<file path="src/rtl/wr_commit_pkg.sv">
// wr_commit_pkg: shared types and constants for the WR-stage commit logic.
// Holds the commit FSM state encoding, exception-info field offsets,
// cache-op codes and a wrapping pc+4 helper.
package wr_commit_pkg;

  typedef enum logic [1:0] {
    ST_IDLE  = 2'd0,
    ST_CREQ  = 2'd1,
    ST_CWAIT = 2'd2,
    ST_FLUSH = 2'd3
  } wr_state_t;

  // Exception info layout: bit0 = valid, then the 5-bit excode.
  localparam int EX_VALID_BIT = 0;
  localparam int EX_CODE_LSB  = 1;
  localparam int EX_CODE_W    = 5;

  // Cache operation codes; zero means the instruction carries no cache op.
  localparam int              CACHE_OP_W           = 5;
  localparam logic [4:0]      CACHE_OP_NONE        = 5'h00;
  localparam logic [4:0]      CACHE_OP_I_INDEX_INV = 5'h01;
  localparam logic [4:0]      CACHE_OP_D_INDEX_WB  = 5'h02;
  localparam logic [4:0]      CACHE_OP_D_HIT_INV   = 5'h03;

  // Sequential next-pc; the 32-bit add wraps naturally modulo 2^32.
  function automatic logic [31:0] pc_plus4(input logic [31:0] pc);
    return pc + 32'd4;
  endfunction

endpackage

</file>
<file path="src/rtl/wr_cache_seq.sv">
// wr_cache_seq: drives the cache request/ack/done handshake for a cache
// instruction committed at WR. Latches op, address, pc and the refetch flag
// on start, raises cache_req until ack, then waits for done. Done is only
// looked at once the ack has moved the sequencer into CWAIT.
module wr_cache_seq
  import wr_commit_pkg::*;
(
  input  logic                  clk,
  input  logic                  reset,
  input  logic                  start,
  input  logic [CACHE_OP_W-1:0] op,
  input  logic [31:0]           addr,
  input  logic [31:0]           pc,
  input  logic                  crefetch,
  input  logic                  cache_ack,
  input  logic                  cache_done,
  output wr_state_t             state,
  output logic                  cache_req,
  output logic [CACHE_OP_W-1:0] cache_req_op,
  output logic [31:0]           cache_req_addr,
  output logic                  finish,
  output logic                  refetch,
  output logic [31:0]           latched_pc
);

  // Done observed while waiting: the commit FSM retires the op this edge.
  assign finish = (state == ST_CWAIT) && cache_done;

  // Handshake sequencer: IDLE -> CREQ (until ack) -> CWAIT (until done).
  always_ff @(posedge clk) begin
    if (reset) begin
      state          <= ST_IDLE;
      cache_req      <= 1'b0;
      cache_req_op   <= CACHE_OP_NONE;
      cache_req_addr <= 32'd0;
      refetch        <= 1'b0;
      latched_pc     <= 32'd0;
    end else begin
      case (state)
        ST_IDLE: begin
          if (start) begin
            state          <= ST_CREQ;
            cache_req      <= 1'b1;
            cache_req_op   <= op;
            cache_req_addr <= addr;
            refetch        <= crefetch;
            latched_pc     <= pc;
          end
        end
        ST_CREQ: begin
          if (cache_ack) begin
            state     <= ST_CWAIT;
            cache_req <= 1'b0;
          end
        end
        ST_CWAIT: begin
          if (cache_done) begin
            state <= ST_IDLE;
          end
        end
        default: begin
          state     <= ST_IDLE;
          cache_req <= 1'b0;
        end
      endcase
    end
  end

endmodule

</file>
<file path="src/rtl/wr_commit.sv">
// wr_commit: WR-stage commit unit. Retires the WR instruction into the
// register file / CP0, raises exceptions, runs cache instructions through
// wr_cache_seq and requests pipeline refetch. All outputs are registered.
// Optional macro WR_COMMIT_TRACE_EN adds debug_wb_* commit trace outputs.
module wr_commit
  import wr_commit_pkg::*;
#(
  parameter int EX_INFO_W = 6
) (
  input  logic                 clk,
  input  logic                 reset,
  input  logic                 wr_valid,
  input  logic [31:0]          wr_pc,
  input  logic [31:0]          wr_rf_data,
  input  logic [31:0]          wr_badvaddr,
  input  logic [31:0]          wr_cache_paddr,
  input  logic [4:0]           wr_write_reg,
  input  logic [3:0]           wr_reg_write_en,
  input  logic                 wr_cp0_write_en,
  input  logic [7:0]           wr_cp0_write_reg,
  input  logic [EX_INFO_W-1:0] wr_exception_info,
  input  logic                 wr_is_branch,
  input  logic                 wr_inst_refetch,
  input  logic                 wr_crefetch,
  input  logic [4:0]           wr_cache_op,
  output logic [3:0]           rf_we,
  output logic [4:0]           rf_waddr,
  output logic [31:0]          rf_wdata,
  output logic                 cp0_we,
  output logic [7:0]           cp0_waddr,
  output logic [31:0]          cp0_wdata,
  output logic                 ex_commit,
  output logic [4:0]           ex_code,
  output logic [31:0]          ex_epc,
  output logic                 ex_bd,
  output logic [31:0]          ex_badvaddr,
  output logic                 cache_req,
  output logic [4:0]           cache_req_op,
  output logic [31:0]          cache_req_addr,
  input  logic                 cache_ack,
  input  logic                 cache_done,
  output logic                 wr_hold,
  output logic                 pipe_flush,
  output logic [31:0]          refetch_pc
`ifdef WR_COMMIT_TRACE_EN
  ,
  output logic [31:0]          debug_wb_pc,
  output logic [3:0]           debug_wb_rf_wen,
  output logic [4:0]           debug_wb_rf_wnum,
  output logic [31:0]          debug_wb_rf_wdata
`endif
);

  wr_state_t   state;
  wr_state_t   seq_state;
  logic        flush_reg;
  logic        seq_finish;
  logic        seq_refetch;
  logic [31:0] seq_pc;
  logic        ex_valid;
  logic        has_cop;
  logic        start;
  logic        plain_commit;
  logic [3:0]  rf_we_eff;

  assign ex_valid     = wr_exception_info[EX_VALID_BIT];
  assign has_cop      = (wr_cache_op != CACHE_OP_NONE);
  // FLUSH is a one-cycle tail after a refetching cache op; otherwise the
  // sequencer's state is the commit state.
  assign state        = flush_reg ? ST_FLUSH : seq_state;
  assign start        = (state == ST_IDLE) && wr_valid && !ex_valid && has_cop;
  assign plain_commit = (state == ST_IDLE) && wr_valid && !ex_valid && !has_cop;
  // Register 0 is hard-wired; never strobe a write to it.
  assign rf_we_eff    = (wr_write_reg == 5'd0) ? 4'd0 : wr_reg_write_en;

  wr_cache_seq u_cache_seq (
    .clk            (clk),
    .reset          (reset),
    .start          (start),
    .op             (wr_cache_op),
    .addr           (wr_cache_paddr),
    .pc             (wr_pc),
    .crefetch       (wr_crefetch),
    .cache_ack      (cache_ack),
    .cache_done     (cache_done),
    .state          (seq_state),
    .cache_req      (cache_req),
    .cache_req_op   (cache_req_op),
    .cache_req_addr (cache_req_addr),
    .finish         (seq_finish),
    .refetch        (seq_refetch),
    .latched_pc     (seq_pc)
  );

  // Commit FSM: strobes default low each cycle, payloads hold until rewritten.
  always_ff @(posedge clk) begin
    if (reset) begin
      flush_reg   <= 1'b0;
      rf_we       <= 4'd0;
      rf_waddr    <= 5'd0;
      rf_wdata    <= 32'd0;
      cp0_we      <= 1'b0;
      cp0_waddr   <= 8'd0;
      cp0_wdata   <= 32'd0;
      ex_commit   <= 1'b0;
      ex_code     <= 5'd0;
      ex_epc      <= 32'd0;
      ex_bd       <= 1'b0;
      ex_badvaddr <= 32'd0;
      wr_hold     <= 1'b0;
      pipe_flush  <= 1'b0;
      refetch_pc  <= 32'd0;
    end else begin
      rf_we      <= 4'd0;
      cp0_we     <= 1'b0;
      ex_commit  <= 1'b0;
      pipe_flush <= 1'b0;
      wr_hold    <= 1'b0;
      flush_reg  <= 1'b0;
      case (state)
        ST_IDLE: begin
          if (wr_valid) begin
            if (ex_valid) begin
              ex_commit   <= 1'b1;
              ex_code     <= wr_exception_info[EX_CODE_LSB +: EX_CODE_W];
              ex_epc      <= wr_is_branch ? (wr_pc - 32'd4) : wr_pc;
              ex_bd       <= wr_is_branch;
              ex_badvaddr <= wr_badvaddr;
              pipe_flush  <= 1'b1;
            end else if (has_cop) begin
              wr_hold <= 1'b1;
            end else begin
              rf_we     <= rf_we_eff;
              rf_waddr  <= wr_write_reg;
              rf_wdata  <= wr_rf_data;
              cp0_we    <= wr_cp0_write_en;
              cp0_waddr <= wr_cp0_write_reg;
              cp0_wdata <= wr_rf_data;
              if (wr_inst_refetch) begin
                pipe_flush <= 1'b1;
                refetch_pc <= pc_plus4(wr_pc);
              end
            end
          end
        end
        ST_CREQ: begin
          wr_hold <= 1'b1;
        end
        ST_CWAIT: begin
          if (seq_finish) begin
            if (seq_refetch) begin
              flush_reg  <= 1'b1;
              pipe_flush <= 1'b1;
              refetch_pc <= pc_plus4(seq_pc);
            end
          end else begin
            wr_hold <= 1'b1;
          end
        end
        default: begin
          // FLUSH: single cycle, the WR contents are discarded.
        end
      endcase
    end
  end

`ifdef WR_COMMIT_TRACE_EN
  // Commit trace: mirrors the register-file port alongside the retiring pc.
  always_ff @(posedge clk) begin
    if (reset) begin
      debug_wb_pc       <= 32'd0;
      debug_wb_rf_wen   <= 4'd0;
      debug_wb_rf_wnum  <= 5'd0;
      debug_wb_rf_wdata <= 32'd0;
    end else begin
      debug_wb_rf_wen <= 4'd0;
      if (plain_commit) begin
        debug_wb_pc       <= wr_pc;
        debug_wb_rf_wen   <= rf_we_eff;
        debug_wb_rf_wnum  <= wr_write_reg;
        debug_wb_rf_wdata <= wr_rf_data;
      end
    end
  end
`endif

endmodule

</file>
<file path="config.mk">
export PLATFORM = sky130hd
export DESIGN_NAME = wr_commit
export DESIGN_NICKNAME = d
export VERILOG_FILES = /design/src/rtl/wr_commit_pkg.sv /design/src/rtl/wr_cache_seq.sv /design/src/rtl/wr_commit.sv
export SDC_FILE = /design/constraint.sdc
export NUM_CORES = 1
export LEC_CHECK = 0
export BUFFER_PORTS_ARGS = -buffer_cell sky130_fd_sc_hd__buf_4
export CAP_MARGIN = 20
export CORE_AREA = 3 3 152 154
export CTS_BUF_LIST = sky130_fd_sc_hd__clkbuf_8 sky130_fd_sc_hd__clkbuf_16
export DETAILED_ROUTE_END_ITERATION = 8
export DIE_AREA = 0 0 155 157
export PLACE_DENSITY = 0.85
export RECOVER_POWER = 50
export SYNTH_ARGS = -nofsm -noshare
export SYNTH_HDL_FRONTEND = slang
export SYNTH_SLANG_ARGS = --single-unit
</file>
<file path="constraint.sdc">
create_clock -name clk -period 5.93 [get_ports clk]
set_input_delay 0 -clock clk [delete_from_list [all_inputs] [get_ports clk]]
set_output_delay 0 -clock clk [all_outputs]
set_load 0.02 [all_outputs]
</file>
==> results of run 1 <==
## per-stage QoR
step	worst slack [ns]	std cells	utilization	hold WS, ns
6_report	1.78	2068	0.670	0.0312
5_1_grt	1.46	2065	0.670	0.0780
4_1_cts	2.64	2062	0.707	0.0456
3_5_place_dp	2.62	1847	0.592	0.204
3_3_place_gp	2.80	1847	0.592	0.202
2_1_floorplan	2.53	1306	-	0.122
## power groups by stage
stage / Sequential [W] / Clock [W] / Combinational (W)
floorplan: 0.00171 / 0 / 0.000191
global placement: 0.00166 / 0 / 0.000441
detailed placement: 0.00167 / 0 / 0.000449
CTS: 0.00163 / 0.00156 / 0.000543
global route: 0.00164 / 0.00163 / 0.000571
finish: 0.00164 / 0.00155 / 0.000536
## layer usage
metal,track usage,vias to the layer above,routed length (microns)
li1,-,5319,-
met5,0.0159,-,13
met1,0.368,5528,15200
met3,0.107,186,4260
met2,0.539,751,20300
met4,0.156,2,2190
## cell families (layout without fill, tap and decap cells)
kind of cell             Yosys count  after routing  synth area share
other                              0              5                 0
buffers and inverters            142            619            0.0701
flip-flops                       229            229             0.448
multiplexers                      24             24            0.0236
AO/OA/AOI/OAI                    253            253             0.142
AND/OR/NAND/NOR                  610            610             0.274
XOR/XNOR                          46             46            0.0394
adder cells (fa/ha/maj)            2              2           0.00245
## final timing paths
check	slack, ns	from	end
setup / recovery	1.78	u_cache_seq.state[0]	refetch_pc[30]
hold / removal	0.03	reset	refetch_pc[21]
setup reg to reg	1.78	u_cache_seq.state[0]	refetch_pc[30]
hold reg to reg	0.45	ex_badvaddr[11]	ex_badvaddr[11]
## cells in the mapped netlist, types with 6 or more instances
cell	n
buf_1	9
o21ai_0	8
buf_4	36
and3_1	12
and2_1	6
nand4b_1	6
nor4_1	10
a311oi_1	6
nand2_1	379
buf_2	20
mux2i_1	23
nor2_1	64
a211oi_1	23
dfxtp_1	229
nand4_1	13
nor3_1	25
o211ai_1	10
or3_1	8
nand3_1	32
nand3b_1	11
a21oi_1	178
xnor2_1	29
nand2b_1	7
xor2_1	17
clkbuf_1	69
## what timing repair did
item,4_1_cts,5_1_grt
gates resized for setup,0,0
hold buffers,172,0
hold endpoints to repair,215,0
## placed cells by master, fill, tap and decap left out, types with 13 or more instances in the layout
cell type and instances:
buf_4 172, nand2_1 379, nor3_1 24, mux2i_1 23, dlygate4sd3_1 172, a21oi_1 178
nand3_1 32, clkbuf_16 25, xor2_1 17, xnor2_1 29, a211oi_1 23, nor2_1 64
nand4_1 13, clkbuf_1 226, dfxtp_1 229
## layout make-up
class	count	area, sq um
Fill cell	1777	7190
Multi-Input combinational cell	935	4960
Sequential cell	229	4580
Timing Repair Buffer	572	3900
Clock buffer	28	667
Tap cell	280	350
Clock inverter	15	140
Inverter	4	15.0
Antenna cell	5	12.5
## worst reg2reg max path: stages (launching register included)
cell and delay [ns]:
dfxtp_1 0.47, or3b_2 0.17, clkbuf_1 1.85, nor3_2 0.31
o22ai_1 0.60, nor4b_1 0.15, or4_1 0.50, nand3_1 0.08
==> impl_metrics.env, run 1 <==
export IMPL_rows=54
export IMPL_grt_ovfl_total=0
export IMPL_pwr_share_comb=0.144
export IMPL_crit_chain="or3b_2 -> clkbuf_1 -> nor3_2 -> o22ai_1 -> nor4b_1 -> or4_1 -> nand3_1"
export IMPL_clock_sinks=229
export IMPL_hold_depth=2
export IMPL_setup_violations=0
export IMPL_dpl_hpwl_microns=23900
export IMPL_cellInternalPower_w=0.00272
export IMPL_end_kind="flop"
export IMPL_grt_pass1_vias=11500
export IMPL_yosys_top_cells_area="dfxtp_1, nand2_1, a21oi_1"
export IMPL_slowest_delay_ns=1.85
export IMPL_start_kind="flop"
export IMPL_root_buffer="clkbuf_16"
export IMPL_synth_seq_area_share=0.448
export IMPL_outcome="finished, violations left"
export IMPL_critPathTopFamily="buffers and inverters"
export IMPL_drtIter0Drc=1306
export IMPL_hold_violations=0
export IMPL_max_slew_margin=-0.747
export IMPL_rsz0062_at_grt="no"
export IMPL_swShare=0.270
export IMPL_drt_pre_antenna_iters=5
export IMPL_cap_violations=1
export IMPL_min_period_ns=4.15
export IMPL_die_area_sq_um=24300
export IMPL_clkPwrFrac=0.417
export IMPL_placed_area_sq_um=12900
export IMPL_io_pins=390
export IMPL_vdd_ir_drop_max_v=0.000188
export IMPL_crit_arrival_ns=4.64
export IMPL_path_max_fanout=47
export IMPL_max_freq_mhz=241
export IMPL_drive_gt1_frac=0.131
export IMPL_drc=0
export IMPL_setup_tns_ns=0
export IMPL_wl_per_cell_microns=20.3
export IMPL_synthArstFlopShare=0
export IMPL_final_area_sq_um=14600
export IMPL_vias=11800
export IMPL_die_w_microns=155
export IMPL_cts_buffer_depth=3
export IMPL_power_density_nw_per_um2=255
export IMPL_power_share_sequential=0.439
export IMPL_track_usage=0.321
export IMPL_drv_slew=48
export IMPL_total_power_w=0.00373
export IMPL_synth_top_area_cell="dfxtp_1"
export IMPL_grt_max_degree=129
export IMPL_totalWireLength_microns=42000
export IMPL_numPortBuffers=389
export IMPL_hp_class="input pin to flop"
export IMPL_cts_tree="done"
export IMPL_cp_required_ns=6.42
export IMPL_synth_distinct_cells=63
export IMPL_postSynthCellCount=1306
export IMPL_clk_pin_slew_ns=0.07
export IMPL_synth_nets=1473
export IMPL_postRouteAntennaNets=0
export IMPL_synth_edf_count=0
export IMPL_slowest_stage="clkbuf_1"
export IMPL_crit_cells=7
export IMPL_skew_ns=0.0212
export IMPL_start_util=0.469
export IMPL_antenna_found_initial=3
export IMPL_violations="max-capacitance violations, max-slew violations"
export IMPL_power_leakage_nw=5.45
export IMPL_numCtsBuffers=25
export IMPL_path_buf_inv=1
export IMPL_yosys_area_top_type_share=0.448
export IMPL_rr_worst_depth=7
export IMPL_htreeDepth=1
export IMPL_core_area_sq_um=21800
export IMPL_synth_flop_cell="dfxtp_1"
export IMPL_synth_seq_cells=229
export IMPL_tightest_slew_ns=2.62
export IMPL_nNetsFinal=1934
export IMPL_clkLatencyLatePin_ns=0.54
export IMPL_routed_via_density=5.70
export IMPL_place_gp_congestion=0.925
export IMPL_grt_pass1_wl_microns=63300
export IMPL_syn_to_final_growth_pct=43.1
export IMPL_synth_cell_area_sq_um=10200
export IMPL_p_sw_w=0.00101
export IMPL_die_y_microns=157
export IMPL_critPathKind="flop to flop"
export IMPL_yosysWarnings=0
export IMPL_cts_setup_buffers=0
export IMPL_synth_avg_cell_area_sq_um=7.83
export IMPL_min_period_over_period=0.701
No activity file was read; power rests on OpenSTA's default activity.
==> inputs of run 2 (changes only) <==
- ABC_AREA: unset -> 1
- CORE_AREA: 3 3 152 154 -> unset
- CORE_MARGIN: unset -> 3
- CORE_UTILIZATION: unset -> 49
- DIE_AREA: 0 0 155 157 -> unset
- PLACE_DENSITY: 0.85 -> 0.89
- clock period: 5.93 -> 4.05 ns (I/O delays scaled with it)
==> run 2 against run 1 <==
The run now ends clean; first-iteration DRC count decreased by 21%; cell area increased by 0.12%; die area shrank 7.2%; worst hold slack improved by 0.15 ns; clock power is 51% higher; total power increased by 56%; non-clock buffer count shrank 2; critical path type unchanged.
==> impl_metrics.env, run 2 <==
export IMPL_hold_depth=6
export IMPL_cts_tree="done"
export IMPL_cp_required_ns=4.51
export IMPL_outcome="completed"
export IMPL_clkLatencyLatePin_ns=0.52
export IMPL_synth_flop_cell="dfxtp_1"
export IMPL_path_buf_inv=4
export IMPL_synth_top_area_cell="dfxtp_1"
export IMPL_yosysWarnings=0
export IMPL_min_period_ns=3.40
export IMPL_hold_violations=0
export IMPL_io_pins=390
export IMPL_numCtsBuffers=24
export IMPL_dpl_hpwl_microns=25000
export IMPL_drv_slew=0
export IMPL_synth_avg_cell_area_sq_um=7.08
export IMPL_vdd_ir_drop_max_v=0.000335
export IMPL_die_w_microns=150
export IMPL_yosys_top_cells_area="dfxtp_1, nor2_1, o21ai_0"
export IMPL_postRouteAntennaNets=0
export IMPL_wl_per_cell_microns=18.5
export IMPL_synthTopCellsByCount="nor2_1, dfxtp_1, o21ai_0"
export IMPL_crit_arrival_ns=3.86
export IMPL_rows=52
export IMPL_rsz0062_at_grt="no"
export IMPL_slowest_stage="nor2_4"
export IMPL_crit_cells=11
export IMPL_root_buffer="clkbuf_16"
export IMPL_routed_via_density=5.46
export IMPL_end_kind="flop"
export IMPL_postSynthCellCount=1441
export IMPL_numPortBuffers=389
export IMPL_synthArstFlopShare=0
export IMPL_hp_start="wr_exception_info[0]"
export IMPL_start_util=0.501
export IMPL_cts_setup_buffers=0
export IMPL_grt_pass1_wl_microns=62200
export IMPL_whs_ns=0.182
export IMPL_start_kind="flop"
export IMPL_max_slew_margin=0.428
export IMPL_final_common_cell="nor2_1"
export IMPL_crit_top_cell="nand2_1"
export IMPL_synth_cell_area_sq_um=10200
export IMPL_reg2reg_slack_ns=0.65
export IMPL_synth_seq_cells=229
export IMPL_synth_edf_count=0
export IMPL_rr_worst_depth=11
export IMPL_cts_buffer_depth=3
export IMPL_crit_chain="nor2_4 -> nand2_1 -> inv_2 -> nand2_1 -> nor2_2 -> nand2_1 -> buf_4 -> inv_4 -> o311ai_1 -> nor2_1 -> dlygate4sd3_1"
export IMPL_setup_tns_ns=0
export IMPL_skew_ns=0.0147
export IMPL_critPathKind="flop to flop"
export IMPL_drtIter0Drc=1026
export IMPL_mostFrequentLayoutCells="nor2_1, dfxtp_1, clkbuf_1"
export IMPL_syn_to_final_growth_pct=43.6
export IMPL_rr_startpoint="u_cache_seq.state[0]"
export IMPL_track_usage=0.346
export IMPL_synth_seq_area_share=0.450
export IMPL_synth_most_common_cell="nor2_1"
export IMPL_fin_cells=2220
export IMPL_tightest_slew_ns=0.857
export IMPL_dpl_cell_count=1999
export IMPL_path_max_fanout=47
export IMPL_die_y_microns=150
export IMPL_grt_max_degree=114
export IMPL_min_delay_worst_endpoint="u_cache_seq.latched_pc[31]"
export IMPL_cap_violations=0
export IMPL_grt_pass1_vias=11700
export IMPL_antenna_found_initial=6
export IMPL_power_density_nw_per_um2=397
export IMPL_setup_violations=0
export IMPL_fillCellCount=1645
export IMPL_total_power_w=0.00582
export IMPL_synth_nets=1608
export IMPL_reg2reg_to="rf_we[0]"
export IMPL_min_period_over_period=0.839
export IMPL_nNetsFinal=2095
export IMPL_vias=12100
export IMPL_critPathTopFamily="buffers and inverters"
export IMPL_synth_distinct_cells=37
export IMPL_yosys_area_top_type_share=0.450
export IMPL_power_leakage_nw=6.34
export IMPL_drc=0
export IMPL_grt_ovfl_total=0
export IMPL_slowest_delay_ns=0.58
export IMPL_drt_pre_antenna_iters=7
export IMPL_core_area_sq_um=20400
export IMPL_totalWireLength_microns=41100
export IMPL_hp_class="input pin to flop"
export IMPL_die_area_sq_um=22600
export IMPL_drive_gt1_frac=0.131
export IMPL_clock_sinks=229
export IMPL_worstSetupStartpoint="u_cache_seq.state[0]"
export IMPL_place_gp_congestion=0.959
export IMPL_htreeDepth=1
export IMPL_max_freq_mhz=294
export IMPL_clk_pin_slew_ns=0.06
-- run 2: worst max path at each step --
stage	end	slack, ns
global route	rf_we[2]	0.34
detailed placement	refetch_pc[16]	1.18
CTS	rf_we[2]	0.69
finish	rf_we[0]	0.65
floorplan	refetch_pc[26]	2.22
global placement	refetch_pc[24]	1.31
-- run 2: final cells by class --
cell class	instances	area (sq um)	area share
Antenna cell	6	15.0	0.00103
Timing Repair Buffer	570	3880	0.265
Clock buffer	31	708	0.0483
Tap cell	270	338	0.0231
Sequential cell	229	4580	0.313
Clock inverter	11	130	0.00888
Multi-Input combinational cell	1001	4600	0.314
Inverter	102	388	0.0265
-- run 2: metrics by stage --
stage | cell area, sq um | worst slack, ns | util
after global routing | 14600 | 0.337 | 0.719
after floorplan | 10200 | 2.22 | -
final | 14600 | 0.651 | 0.719
after detailed placement | 12900 | 1.18 | 0.634
after global placement | 12900 | 1.31 | 0.634
after CTS | 15500 | 0.691 | 0.760
-- run 2: worst min-delay path, delay by kind of cell --
family        cells  cell delay [ns]
buf+inv           2             0.33
simple gates      4             0.32
-- run 2: cell families (layout without fill, tap and decap cells) --
kind of cell,after synthesis,in the layout,synth area share
AO/OA/AOI/OAI,291,291,0.146
XOR/XNOR,33,33,0.0283
adder cells (fa/ha/maj),2,2,0.00245
buffers and inverters,211,714,0.0995
flip-flops,229,229,0.450
other,0,6,0
AND/OR/NAND/NOR,675,675,0.275
-- run 2: report_power, final --
part | switching (W) | internal (W) | total (W)
sequential | 0.0000832 | 0.00239 | 0.00247
clock | 0.000925 | 0.00141 | 0.00234
combinational | 0.000622 | 0.000386 | 0.00101
total | 0.00163 | 0.00419 | 0.00582
-- run 2: timing repair --
item	4_1_cts	5_1_grt
hold buffers	173	0
resized for setup	0	0
endpoints found under the hold margin	208	0
-- run 2: metal layers --
layer,GRT usage,up-vias,part of all wire
li1,-,5553,-
met1,0.394,5500,0.36
met2,0.573,849,0.46
met3,0.0900,230,0.11
met4,0.224,0,0.071
met5,0,-,0
==> inputs of run 3 (changes only) <==
- ABC_AREA: 1 -> 0
- CORE_UTILIZATION: 49 -> 45
- PLACE_DENSITY: 0.89 -> 0.86
- clock period: 4.05 -> 2.8 ns (I/O delays scaled with it)
==> run 3 against run 2 <==
Clock skew up 0.0041 ns; core utilization down 5.0 points; register-to-register slack worse by 0.46 ns; largest power group unchanged.
==> impl_metrics.env, run 3 (synthesis gave the netlist of run 1 again) <==
export IMPL_crit_chain="nor3b_4 -> nand2_1 -> o21ai_0 -> ha_2 -> nand3_2 -> nor3_4 -> o22ai_2 -> or3_1 -> o311ai_1"
export IMPL_start_util=0.463
export IMPL_rows=54
export IMPL_track_usage=0.322
export IMPL_die_y_microns=157
export IMPL_outcome="completed"
export IMPL_grt_pass1_wl_microns=63900
export IMPL_clock_sinks=229
export IMPL_min_period_over_period=0.931
export IMPL_final_area_sq_um=14800
export IMPL_max_freq_mhz=384
export IMPL_totalWireLength_microns=42500
export IMPL_grt_pass1_vias=11700
export IMPL_pre_cts_ws_ns=0.219
export IMPL_start_kind="flop"
export IMPL_setup_tns_ns=0
export IMPL_postRouteAntennaNets=0
export IMPL_vias=11800
export IMPL_drc=0
export IMPL_path_buf_inv=0
export IMPL_syn_to_final_growth_pct=44.6
export IMPL_drt_pre_antenna_iters=5
export IMPL_placed_area_sq_um=13100
export IMPL_utilization=0.669
export IMPL_htreeDepth=1
export IMPL_antenna_found_initial=1
export IMPL_crit_arrival_ns=3.03
export IMPL_slowest_delay_ns=0.40
export IMPL_cts_buffer_depth=3
export IMPL_critPathKind="flop to flop"
export IMPL_grt_max_degree=124
export IMPL_cts_setup_buffers=0
export IMPL_hp_class="input pin to flop"
export IMPL_drive_gt1_frac=0.143
export IMPL_regArea_sq_um=4590
export IMPL_multi_input_area_sq_um=5000
export IMPL_grt_ovfl_total=0
export IMPL_routed_via_density=5.67
export IMPL_tightest_slew_ns=1.01
export IMPL_setup_slack_ns=0.194
export IMPL_min_period_ns=2.61
export IMPL_numPortBuffers=389
export IMPL_cp_required_ns=3.22
export IMPL_hold_violations=0
export IMPL_critPathTopFamily="simple AND/OR/NAND/NOR gates"
export IMPL_rsz0062_at_grt="no"
export IMPL_cap_violations=0
export IMPL_place_gp_congestion=0.920
export IMPL_cts_tree="done"
export IMPL_drtIter0Drc=1169
export IMPL_cts_repair_resize_count=0
export IMPL_root_buffer="clkbuf_16"
export IMPL_end_kind="flop"
export IMPL_wl_per_cell_microns=20.5
export IMPL_cts_hold_buf=166
export IMPL_clk_pin_slew_ns=0.06
export IMPL_clkLatencyLatePin_ns=0.54
export IMPL_core_area_sq_um=22100
export IMPL_drv_slew=0
export IMPL_vdd_ir_drop_max_v=0.000448
export IMPL_reg2reg_slack_ns=0.19
export IMPL_power_density_nw_per_um2=545
export IMPL_power_leakage_nw=5.55
export IMPL_dpl_hpwl_microns=25700
export IMPL_die_w_microns=157
export IMPL_skew_ns=0.0187
export IMPL_nNetsFinal=1941
export IMPL_io_pins=390
export IMPL_final_common_cell="nand2_1"
export IMPL_path_max_fanout=9
export IMPL_mostFrequentLayoutCells="nand2_1, dfxtp_1, clkbuf_1"
export IMPL_slowest_stage="dfxtp_2"
export IMPL_setup_violations=0
export IMPL_max_slew_margin=0.325
export IMPL_fillCellCount=1776
export IMPL_numCtsBuffers=25
export IMPL_die_area_sq_um=24600
==> run 3: cell types whose count changed in the layout (fill, tap and decap cells not counted), moves of 22 or more <==
cell and delta:
mux2i_1 +23, a21oi_1 +113, a211oi_1 +22, nand3_1 -32, o21ai_0 -192, inv_1 -88, nor2_1 -314, nand2_1 +202
==> run 3: path summary, 6_finish.rpt <==
kind / from / cells after the start / to
hold reg to reg: ex_badvaddr[30] / 2 / ex_badvaddr[30]
setup / recovery: u_cache_seq.state[1] / 9 / refetch_pc[20]
hold / removal: reset / 2 / refetch_pc[21]
setup reg to reg: u_cache_seq.state[1] / 9 / refetch_pc[20]
==> run 3: area by class of cell <==
type	instances	share of cell area
inverters	4	0.00102
well taps	280	0.0237
clock buffers	29	0.0460
diodes	1	0.000169
repair buffers	579	0.269
flip-flops and latches	229	0.310
clock inverters	16	0.0113
multi-input cells	935	0.338
==> run 3: per-layer routing <==
layer | wire, microns | track usage | up-vias | part of all wire
met5 | 7 | 0 | - | 0.00016
met4 | 2620 | 0.170 | 2 | 0.062
met3 | 4360 | 0.0835 | 209 | 0.10
met2 | 20300 | 0.546 | 789 | 0.48
met1 | 15300 | 0.372 | 5439 | 0.36
li1 | - | - | 5324 | -
==> run 3: per-stage QoR <==
stage                     instances  hold slack, ns  power [W]
after global routing           2072          0.0532    0.00830
after CTS                      2072          0.0202    0.00808
after global placement         1861           0.201    0.00449
final                          2073          0.0415    0.00806
after detailed placement       1861           0.208    0.00452
after floorplan                1306           0.122    0.00404
==> run 3: report_power, final <==
group / total (W) / switching [W] / internal (W) / leakage, nW
clock: 0.00344 / 0.00142 / 0.00202 / 0.437
combinational: 0.00116 / 0.000656 / 0.000501 / 3.25
sequential: 0.00347 / 0.0000920 / 0.00338 / 1.86
==> run 3: worst reg2reg max path: cells and delay by family (launching register included) <==
family / cells / cell delay [ns]
compound gates: 3 / 0.58
simple gates: 5 / 1.23
fa+ha+maj: 1 / 0.32
flops: 1 / 0.40
